File: config.mk
export PLATFORM = sky130hd
export DESIGN_NAME = raizing_rom_slot_arbiter
export DESIGN_NICKNAME = d
export VERILOG_FILES = /design/src/rtl/raizing_rom_slot_arbiter.sv
export SDC_FILE = /design/constraint.sdc
export NUM_CORES = 1
export LEC_CHECK = 0
export ABC_AREA = 0
export BUFFER_PORTS_ARGS = -buffer_cell sky130_fd_sc_hd__buf_2
export CORE_UTILIZATION = 56
export DETAILED_ROUTE_END_ITERATION = 10
export GPL_ROUTABILITY_DRIVEN = 0
export GPL_TIMING_DRIVEN = 0
export PLACE_DENSITY = 0.91
export SLEW_MARGIN = 20
export SYNTH_ARGS = -nofsm -noshare
export SYNTH_HDL_FRONTEND = slang
export SYNTH_SLANG_ARGS = --single-unit
File: constraint.sdc
create_clock -name CLK -period 5.3 [get_ports CLK]
set_input_delay 0.265 -clock CLK [delete_from_list [all_inputs] [get_ports CLK]]
set_output_delay 0.265 -clock CLK [all_outputs]
set_load 0.01 [all_outputs]
File: src/rtl/raizing_rom_slot_arbiter.sv
// Round-robin ROM read arbiter: several read-only slots, each with a one-word
// tagged cache, share one SDRAM bank port with at most one fetch outstanding.
module raizing_rom_slot_arbiter #(
  parameter int CHANNELS = 3,
  parameter int AW       = 22,
  parameter int DW       = 8
) (
  input  logic                   CLK,
  input  logic                   RESET,
  input  logic [CHANNELS-1:0]    SLOT_CS,
  input  logic [CHANNELS*AW-1:0] SLOT_ADDR,
  input  logic [CHANNELS*22-1:0] SLOT_BASE,
  output logic [CHANNELS-1:0]    SLOT_OK,
  output logic [CHANNELS*DW-1:0] SLOT_DOUT,
  output logic [21:0]            BA_ADDR,
  output logic                   BA_RD,
  input  logic                   BA_ACK,
  input  logic                   BA_RDY,
  input  logic [15:0]            BA_DATA
);
  localparam int PW = (CHANNELS > 1) ? $clog2(CHANNELS) : 1;

  typedef enum logic [1:0] {IDLE = 2'd0, REQ = 2'd1, WAIT = 2'd2} state_t;

  state_t              state, state_next;
  logic [PW-1:0]       grant, grant_next, ptr, ptr_next, ptr_adv, pick;
  logic [21:0]         lat_wa, lat_wa_next, ba_addr_next;
  logic [15:0]         cache_data [CHANNELS];
  logic [21:0]         cache_tag  [CHANNELS];
  logic [CHANNELS-1:0] cache_valid;
  logic [21:0]         wa         [CHANNELS];
  logic [CHANNELS-1:0] miss, ok_next;
  logic                fill;
  int                  idx;

  for (genvar i = 0; i < CHANNELS; i++) begin : g_slot
    logic [22:0] addr_ext;
    if (AW >= 23) begin : g_wide
      assign addr_ext = SLOT_ADDR[i*AW +: 23];
    end else begin : g_narrow
      assign addr_ext = {{(23-AW){1'b0}}, SLOT_ADDR[i*AW +: AW]};
    end
    // Byte slots drop the byte-select bit to form the word address.
    if (DW == 16) begin : g_word
      assign wa[i]                  = addr_ext[21:0];
      assign SLOT_DOUT[i*DW +: DW]  = cache_data[i];
    end else begin : g_byte
      assign wa[i]                  = addr_ext[22:1];
      assign SLOT_DOUT[i*DW +: DW]  = addr_ext[0] ? cache_data[i][15:8] : cache_data[i][7:0];
    end
    assign miss[i] = SLOT_CS[i] & ~(cache_valid[i] & (cache_tag[i] == wa[i]));
  end

  assign ptr_adv = (int'(grant) == CHANNELS - 1) ? '0 : grant + 1'b1;

  // Round-robin pick: scan downwards so the first miss at or after ptr wins.
  always_comb begin
    pick = '0;
    idx  = 0;
    for (int k = CHANNELS - 1; k >= 0; k--) begin
      idx  = (int'(ptr) + k >= CHANNELS) ? int'(ptr) + k - CHANNELS : int'(ptr) + k;
      pick = miss[idx] ? PW'(idx) : pick;
    end
  end

  // Fetch sequencer: next state, latched request and fill strobe.
  always_comb begin
    state_next   = state;
    grant_next   = grant;
    lat_wa_next  = lat_wa;
    ba_addr_next = BA_ADDR;
    ptr_next     = ptr;
    fill         = 1'b0;
    case (state)
      IDLE: begin
        if (|miss) begin
          state_next   = REQ;
          grant_next   = pick;
          lat_wa_next  = wa[pick];
          ba_addr_next = wa[pick] + SLOT_BASE[int'(pick)*22 +: 22];
        end else begin
          state_next = IDLE;
        end
      end
      REQ: begin
        if (BA_ACK && BA_RDY) begin
          fill       = 1'b1;
          state_next = IDLE;
          ptr_next   = ptr_adv;
        end else if (BA_ACK) begin
          state_next = WAIT;
        end else begin
          state_next = REQ;
        end
      end
      WAIT: begin
        if (BA_RDY) begin
          fill       = 1'b1;
          state_next = IDLE;
          ptr_next   = ptr_adv;
        end else begin
          state_next = WAIT;
        end
      end
      default: state_next = IDLE;
    endcase
  end

  // OK is judged against the cache as it will look after this edge's fill.
  always_comb begin
    ok_next = '0;
    for (int i = 0; i < CHANNELS; i++) begin
      if (fill && (grant == PW'(i))) begin
        ok_next[i] = SLOT_CS[i] & (lat_wa == wa[i]);
      end else begin
        ok_next[i] = SLOT_CS[i] & ~miss[i];
      end
    end
  end

  // State, request and cache registers.
  always_ff @(posedge CLK or posedge RESET) begin
    if (RESET) begin
      state       <= IDLE;
      grant       <= '0;
      ptr         <= '0;
      lat_wa      <= 22'd0;
      BA_ADDR     <= 22'd0;
      BA_RD       <= 1'b0;
      SLOT_OK     <= '0;
      cache_valid <= '0;
      for (int i = 0; i < CHANNELS; i++) begin
        cache_data[i] <= 16'd0;
        cache_tag[i]  <= 22'd0;
      end
    end else begin
      state   <= state_next;
      grant   <= grant_next;
      ptr     <= ptr_next;
      lat_wa  <= lat_wa_next;
      BA_ADDR <= ba_addr_next;
      BA_RD   <= (state_next == REQ);
      SLOT_OK <= ok_next;
      if (fill) begin
        cache_data[grant]  <= BA_DATA;
        cache_tag[grant]   <= lat_wa;
        cache_valid[grant] <= 1'b1;
      end
    end
  end
endmodule

== Word-level counts from Yosys, hierarchy flattened ==
Cells that the tools add are included.

* Magnitude comparators: 11
* Multipliers: 1
* Divide/modulo/power cells: 0
* Bitwise logic cells: 21
* Eq/ne operators: 14
* Reductions and logical operators: 12
* Shifts and indexed selects: 1
* Muxes and demuxes: 44
* Add/sub/neg operators: 7

{| class="wikitable"
|+ Operators by type and width
! kind !! number
|-
| 22-bit by 21-bit == test with 1-bit output || 6
|-
| 32-bit by 4-bit less-than comparator with 1-bit output (second input constant) || 3
|-
| 32-bit two-way mux || 3
|-
| 66-bit bitwise mux || 1
|-
| 22-bit two-way mux || 3
|-
| 66-bit by 8-bit variable part select with 22-bit output || 1
|-
| 32-bit by 3-bit greater-or-equal comparator with 1-bit output (second input constant) || 2
|-
| 32-bit by 3-bit subtractor with 32-bit output (second input constant) || 2
|-
| 48-bit bitwise mux || 1
|-
| 22-bit binary-select mux with 2-bit select || 1
|-
| 22-bit demux with 2-bit select || 1
|-
| 16-bit demux with 2-bit select || 1
|-
| 8-bit two-way mux || 3
|-
| 22-bit adder || 1
|-
| 2-bit two-way mux || 9
|-
| 16-bit two-way mux || 1
|-
| 1-bit two-way mux || 13
|-
| 1-bit bitwise AND || 12
|-
| 1-bit binary-select mux with 2-bit select || 3
|-
| 2-bit by 1-bit == test with 1-bit output (second input constant) || 3
|-
| 2-bit == test (second input constant) || 3
|-
| 3-bit greater-or-equal comparator (second input constant) || 2
|-
| 1-bit logical AND || 6
|-
| 2-bit by 4-bit multiplier with 6-bit output (second input constant) || 1
|-
| other kinds (21) || 29
|}

* Bits in latches: 0
* Input port bits: 155
* Word-level logic and storage cells: 125
* Memory bits (read-only): 0
* Output and inout port bits: 50
* Bits in registers: 171
* Memories kept: 0
* Memory bits (writable): 0

== Logic depth before layout (Yosys ltp) ==
Gate-level depths: netlist of run 1.

* Depth in word-level cells: 15
* Depth in mapped cells: 20
* Mapped depth without buffers: 18

== Worst setup path after synthesis of run 1 ==
OpenSTA, ideal clock, no wires.

* Kind: register -> register
* Start: register cache_tag[58] (netlist bit)
* End: register BA_ADDR[20]
* Stages on the path, launching flop included: 21
* Setup slack: 0.708 ns
* Buffers on the path: 3
* Data required time: 5.150 ns
* Setup time: 0.150 ns
* Clock period less this slack: 4.592 ns
* Data arrival time: 4.442 ns
* Path through: dfrtp_1 -> xor2_1 -> or4_4 -> nor4_4 -> a221oi_2 -> nor4b_2 -> buf_6 -> buf_12 -> buf_6 -> mux2i_1 -> o21ai_1 -> ha_1 -> fa_1 -> a21oi_1 -> o21ai_0 -> o22a_1 -> o21ai_0 -> o31ai_1 -> a211oi_1 -> mux2i_1 -> o311ai_0

* Cells in the longest elaborated chain, start to end: 15
* Elaborated cells between the ends (all ways): 25
* Those cells by class: add/sub (1); mul (1); eq/ne (1); shift (1); mux (15); bitwise (4); reduce/logical (2)

{| class="wikitable"
|+ RTL lines
! what !! RTL line !! RTL
|-
| from (decl) || 29 || <nowiki>logic [21:0] cache_tag [CHANNELS];</nowiki>
|-
| from (signal, indexed assignment) || 146 || <nowiki>cache_tag[grant] <= lat_wa;</nowiki>
|-
| 22-bit by 21-bit == test with 1-bit output (*) || 51 || <nowiki>assign miss[i] = SLOT_CS[i] & ~(cache_valid[i] & (cache_tag[i] == wa[i]));</nowiki>
|-
| 1-bit bitwise AND (*) || 51 ||
|-
| 1-bit inverter (*) || 51 ||
|-
| 1-bit bitwise AND (*) || 51 ||
|-
| branches (longest 11 deep; another with 22-bit adder) || -- ||
|-
| to (signal assigned) || 141 || <nowiki>BA_ADDR <= ba_addr_next;</nowiki>
|-
| to (decl) || 15 || <nowiki>output logic [21:0] BA_ADDR,</nowiki>
|}

Mark *: on every way between the ends. The select of a mux whose other input is x is not followed.
A chain may end at the register's enable or synchronous reset.

== Final worst setup path of run 1 ==
* Start: register cache_tag[50] (netlist bit)
* End: register BA_ADDR[20]

The elaborated chain is that of the path after synthesis.

==> run_results.csv, run 1 <==
group,metric,value,unit
run_status,status,"finished, final reports clean",
floorplanning,io_pins,205,
timing,relSlewSlack,46.3,%
clock_network,clk_latency,440,ps
logic_synthesis,synth_cell_types,53,
pwr,p_leak,5.62,nW
logic_synthesis,yosysSeqAreaShare,41.5,%
logic_synthesis,syn_nets,1098,
logic_synthesis,yosys-top-cells-area,"dfrtp_1 (41%), mux2_2 (18%), xor2_1 (6.7%)",
critical_path,slowest_stage,"or4_1",
global_routing,first_global_vias,8409,
floorplanning,start_util,57.9,%
cells_and_area,final_util,69.3,%
clock_network,ctsLongestPathBuffers,2,
critical_path,cp_max_fo,10,
critical_path,crit_arrival,5530,ps
timing,fin_ws,52.1,ps
critical_path,cpPeakStageDelay,600,ps
critical_path,reg2regPathDepth,19,
cells_and_area,nNetsFinal,1325,
critical_path,timing.rr.end,"BA_ADDR[20]",
cells_and_area,area_growth,19.8,%
pwr,power_density,647,nW/um^2
job,maxCapViolations,0,
global_routing,overflow,0,
timing,setup_violations,0,
route,routed_wl,31.1,mm
global_routing,grt_max_degree,88,
route,dr.pass1.iters,5,
route,post_drt_via_cell_ratio,6.21,
critical_path,cp.required,5590,ps
min_path,holdPathStages,2,
critical_path,reg2reg_from,"cache_tag[50]",
critical_path,worstPathCellList,"xor2_1, or4_1, nor4_4, a221oi_2, nor4b_2, buf_6, buf_12, mux2i_1, o21ai_2, ha_1, fa_1, a21oi_2, o21ai_1, o22a_1, o21ai_2, o31ai_2, a211oi_2, mux2i_1, o311ai_0",
logic_synthesis,synth_edf_count,0,
timing,hold_viol,0,
logic_synthesis,synth_top_area_share,41.5,%
critical_path,end_kind,"register",
logic_synthesis,postSynthCellCount,915,
floorplanning,die_area,18500,um^2
critical_path,startpoint,"cache_tag[50]",
min_path,min_delay_worst_endpoint,"state[1]",
timing,holdWs,34.7,ps
global_routing,grt_pass1_wl,46.2,mm
floorplanning,die_width,136,um
logic_synthesis,synthesis.area,10100,um^2
floorplanning,fp.dieH,136,um
timing,maxSlewViolCount,0,
timing,fin_skew,10.1,ps
min_path,min_path_type,"input port to register",
pwr,ir_worst_vdd,0.000361,V
global_routing,antenna_found_initial,5,
critical_path,reg2reg_slack,50,ps
clock_network,cts_htree_levels,4,
timing,post-route-min-period,5250,ps
route,wl_per_cell,22.5,um
placement,portBuffers,201,
placement,dpl_worst_slack,-589,ps
logic_synthesis,syn_avg_cell_area,11.0,um^2
floorplanning,core-area,17400,um^2
timing,worst_slew_pin_slew,799,ps
clock_network,cts_made_buffers,17,
min_path,min_from,"BA_RDY",
critical_path,worstSetupPathType,"register to register",
route,num_vias,8593,
clock_network,cts_root_buffer,"clkbuf_16",
route,remaining_drc_errors,0,
clock_network,cts_tree,"done",
global_routing,track_usage,33.8,%
logic_synthesis,yosys_most_used_dff,"dfrtp_1",
timing,timing.fmax,0.191,GHz
clock_network,cts.clk_slew.worst_paths,70,ps
timing,setup_tns,0,ps
timing,rsz0062_at_grt,"yes",
route,antenna_left,0,
floorplanning,num_rows,48,
critical_path,cp-start-kind,"register",
route,drtIter0Drc,996,
clock_network,cts_num_sinks,167,
logic_synthesis,synth_top_area_cell,"dfrtp_1",
cells_and_area,drive_gt1_share,38.6,%
placement,hpwl,22.5,mm
logic_synthesis,synth_seq_cells,167,
logic_synthesis,yosys_warnings,0,
logic_synthesis,synthArstFlopShare,100,%
timing,period_share,99.0,%
cells by family after synthesis:
group | count (synthesis) | share of synthesized area (%)
multiplexers | 205 | 22.4
flip-flops | 167 | 41.5
XOR/XNOR | 139 | 12.1
adder cells (fa/ha/maj) | 28 | 3.55
buffers and inverters | 70 | 3.19
AO/OA/AOI/OAI | 128 | 8.12
AND/OR/NAND/NOR | 178 | 9.25
worst max-delay path: cells and delay by family (launching register included):
family | cells | cell delay [ps]
compound gates | 9 | 1740
xor+xnor | 1 | 220
fa+ha+maj | 2 | 690
buf+inv | 2 | 360
flops | 1 | 390
mux | 2 | 550
simple gates | 3 | 1140
layout make-up:
type                    instances  area, um^2
plain buffers                  58         287
inverters                      12        52.6
diodes                          4        10.0
repair buffers                208        1080
fillers                      1208        5340
clock buffers                  18         429
well taps                     225         282
multi-input cells             678        5620
flip-flops and latches        167        4180
clock inverters                14         133
through the flow:
step	instance area (um^2)	cells	power [W]
after global routing	12100	1384	0.00820
final	12100	1384	0.00781
after CTS	12000	1375	0.00757
after detailed placement	11400	1342	0.00627
after floorplan	10100	915	0.00514
after global placement	11400	1341	0.00607
worst max path at each step:
| stage | slack, ps | end |
|---|---|---|
| final | 50 | BA_ADDR[20] |
| after global routing | -110 | BA_ADDR[20] |
| after CTS | 20 | BA_ADDR[20] |
| after detailed placement | -590 | BA_ADDR[21] |
| after global placement | -1260 | cache_tag[34] |
| after floorplan | 520 | BA_ADDR[0] |
power breakdown:
| part | total, W | internal [W] | switching (W) |
|---|---|---|---|
| Sequential | 0.00217 | 0.00185 | 0.000320 |
| Combinational | 0.00443 | 0.00196 | 0.00247 |
| Clock | 0.00121 | 0.000624 | 0.000587 |
Yosys cell counts (all sizes together) (4+ instances only):
cell type and instances:
and3 4, a21oi 13, nor2 9, dfrtp 167, mux2i 43, nand2b 12, or4 5, or2 4
mux2 162, a21o 8, o31ai 5, a211oi 6, nor3 9, nor4 23, xnor2 62, ha 27
nand2 73, o21a 6, xor2 77, nand3 9, o21ai 74, buf 15, clkbuf 43, inv 12
nand4 20
sequential cells by signal, indices dropped and copies added (netlist names):
name and flops:
cache_data 48, SLOT_OK 3, lat_wa 21, state 2, cache_tag 63, ptr 2
grant 2, cache_valid 3, BA_RD 1, BA_ADDR 22
cell usage in the layout, fill, tap and decap left out, types with 6 or more instances in the layout:
master	synthesis	routed
buf_2	2	203
ha_1	27	27
dfrtp_1	167	167
nand2b_1	12	12
inv_1	12	11
xnor2_1	62	62
o21a_1	6	6
nand2_1	73	73
o21ai_1	25	27
mux2i_1	43	43
mux2_2	162	162
o21ai_0	33	29
buf_1	8	7
nand3_1	9	9
clkbuf_1	42	40
a21o_1	8	8
nor2_1	9	9
nand4_1	20	20
a21oi_1	13	12
nor4_1	22	20
xor2_1	77	77
nor3_1	9	9
clkbuf_16	0	17
o21ai_2	16	18
routing by layer:
metal	GRT usage [%]	share of wire (%)	up-vias	wire, um
met4	19.0	5.3	2	1650
li1	-	-	3697	-
met3	9.28	11	147	3480
met1	42.9	37	4125	11500
met5	0	0.029	-	9
met2	51.8	47	622	14500
repair_timing:
action                                 in CTS  in global routing
gates cloned                                0                  0
hold buffers                                1                  0
setup endpoints to repair                  10                  8
resized for setup                           7                 13
endpoints found under the hold margin      80                  0
pin swaps                                   0                  2
setup buffers                               0                  5
(Power assumes the default switching activity.)
==> run 2, diff against run 1 <==
- CORE_UTILIZATION: 56 -> 60
- PLACE_DENSITY: 0.91 -> 0.95
- clock period: 5.3 -> 6.6 ns (I/O delays scaled with it)
==> run_results.csv, run 2 (synthesized netlist as in run 1, its figures left out) <==
group,metric,value,unit
timing,worst_slew_pin_slew,1060,ps
floorplanning,fp.dieH,132,um
clock_network,ctsLongestPathBuffers,2,
critical_path,cp.depth,18,
placement,portBuffers,201,
clock_network,cts.clk_slew.worst_paths,70,ps
route,drtIter0Drc,1305,
critical_path,crit_end,"BA_ADDR[21]",
timing,fin_skew,10.5,ps
route,remaining_drc_errors,1,
cells_and_area,nNetsFinal,1320,
timing,maxSlewViolCount,0,
floorplanning,die_area,17300,um^2
cells_and_area,area_growth,19.0,%
critical_path,crit_top_cell,"o21ai_0",
run_status,status,"finished with violations",
critical_path,path_buf_inv,2,
timing,period_share,97.8,%
timing,timing.fmax,0.155,GHz
critical_path,worstSetupPathType,"register to register",
job,maxCapViolations,0,
floorplanning,num_rows,47,
cells_and_area,regMostFlops,"cache_tag",
floorplanning,core-area,16500,um^2
pwr,power_density,526,nW/um^2
cells_and_area,nFillCells,1027,
floorplanning,start_util,61.2,%
route,post_drt_via_cell_ratio,6.53,
run_status,violations,"DRC",
pwr,switchingPower,0.00278,W
critical_path,cp.required,6910,ps
cells_and_area,final_cell_mix,"buf_2 (203), dfrtp_1 (167), mux2_2 (162), xor2_1 (77), nand2_1 (73)",
critical_path,reg2regPathDepth,18,
min_path,min_path_type,"input port to register",
timing,post-route-min-period,6450,ps
critical_path,cpPeakStageDelay,590,ps
timing,setup_tns,0,ps
timing,relSlewSlack,28.7,%
critical_path,cp_top_family,"compound AO/OA/AOI/OAI gates",
placement,post_dp_cell_area,11400,um^2
pwr,p_comb_share,56.2,%
global_routing,track_usage,38.2,%
clock_network,cts_root_buffer,"clkbuf_16",
cells_and_area,final_area,12000,um^2
global_routing,antenna_found_initial,7,
critical_path,timing.rr.end,"BA_ADDR[21]",
global_routing,grt_max_degree,87,
clock_network,clk_latency,460,ps
pwr,p_int,0.00353,W
critical_path,cp_max_fo,10,
placement,dp_cells,1337,
critical_path,crit_arrival,6760,ps
timing,rsz0062_at_grt,"no",
global_routing,first_global_vias,8894,
critical_path,reg2reg_from,"cache_tag[38]",
critical_path,reg2reg_slack,150,ps
floorplanning,die_width,132,um
global_routing,overflow,0,
route,antenna_left,0,
critical_path,cp-start-kind,"register",
pwr,p_leak,5.58,nW
pwr,p_clk_share,15.9,%
timing,hold_viol,0,
critical_path,worstPathCellList,"xor2_1, nor4_1, nand4_1, o21ai_0, o211a_1, clkbuf_1, clkbuf_1, nand2_1, o21ai_1, ha_1, a211oi_1, o21ai_0, a221oi_1, o21ai_0, a31oi_1, a21oi_1, a211oi_1, o31ai_1",
route,routed_wl,33.1,mm
pwr,p_total,0.00631,W
critical_path,startpoint,"cache_tag[38]",
cells_and_area,instances_no_fill,1377,
cells_and_area,drive_gt1_share,37.4,%
route,wl_per_cell,24.0,um
cells_and_area,largest_reg_flops,63,
placement,hpwl,23.2,mm
floorplanning,io_pins,205,
cells_and_area,reg_top3,"cache_tag: 63 flops, cache_data: 48 flops, BA_ADDR: 22 flops",
pwr,ir_worst_vdd,0.000275,V
route,dr.pass1.iters,11,
pwr,switching_share,44.1,%
route,num_vias,8994,
global_routing,grt_pass1_wl,49.9,mm
clock_network,cts_tree,"done",
clock_network,cts_made_buffers,17,
critical_path,end_kind,"register",
timing,setup_violations,0,
clock_network,cts_num_sinks,167,
critical_path,slowest_stage,"o21ai_0",
cells_and_area,final_common_cell,"buf_2",
pwr,p_seq_share,27.9,%
clock_network,cts_htree_levels,4,
## run 2: cell count changes in the layout (fill, tap and decap cells not counted), sizes merged
cell      before  now
clkinv         5    3
diode          4    7
inv           21   22
clkbuf        62   61
buf          221  217
clkinvlp       0    1
## run 2: repair_timing
item,in CTS,in global routing
hold buffers,1,0
gates resized for setup,0,0
setup endpoints to repair,0,0
buffers inserted,0,0
endpoints found under the hold margin,53,0
## run 2: layer usage
metal | vias up | track usage (%) | share of wire, %
li1 | 3710 | - | -
met1 | 4298 | 47.3 | 36
met2 | 751 | 58.3 | 46
met3 | 235 | 10.5 | 11
met4 | 0 | 25.3 | 6.9
met5 | - | 1.75 | 0
## run 2: how the worst min path moves through the flow
stage                   start              to  slack (ps)  cells after the start
2_1_floorplan          BA_RDY        state[1]         400                      1
3_3_place_gp   cache_valid[1]  cache_valid[1]         450                      1
3_5_place_dp            RESET  cache_data[32]         450                      2
4_1_cts                BA_RDY        state[1]         110                      2
5_1_grt                BA_RDY        state[1]         120                      2
6_report               BA_RDY        state[1]         100                      2
## run 2: through the flow
stage,utilization (%),hold WS [ps],worst slack (ps)
final,72.9,98.3,148
after floorplan,-,403,1750
after CTS,72.8,107,564
after detailed placement,69.2,451,699
after global routing,72.9,124,67.5
after global placement,69.0,450,-50.5
## run 2: area by class of cell
cell class                 instances  area, um^2  area share, %
multi-input combinational        678        5580           46.5
sequential                       167        4180           34.8
timing repair buffer             203        1040           8.70
clock buffer                      18         439           3.66
buffer                            58         277           2.30
tap                              220         275           2.29
clock inverter                    14         133           1.11
inverter                          12        52.6          0.438
antenna                            7        17.5          0.146
## run 2: power by group through the flow
stage	Sequential [W]	Combinational, W	Clock [W]
after floorplan	0.00171	0.00242	0
after global placement	0.00171	0.00315	0
after detailed placement	0.00175	0.00333	0
after CTS	0.00175	0.00341	0.000989
after global routing	0.00180	0.00374	0.00102
final	0.00176	0.00355	0.00101
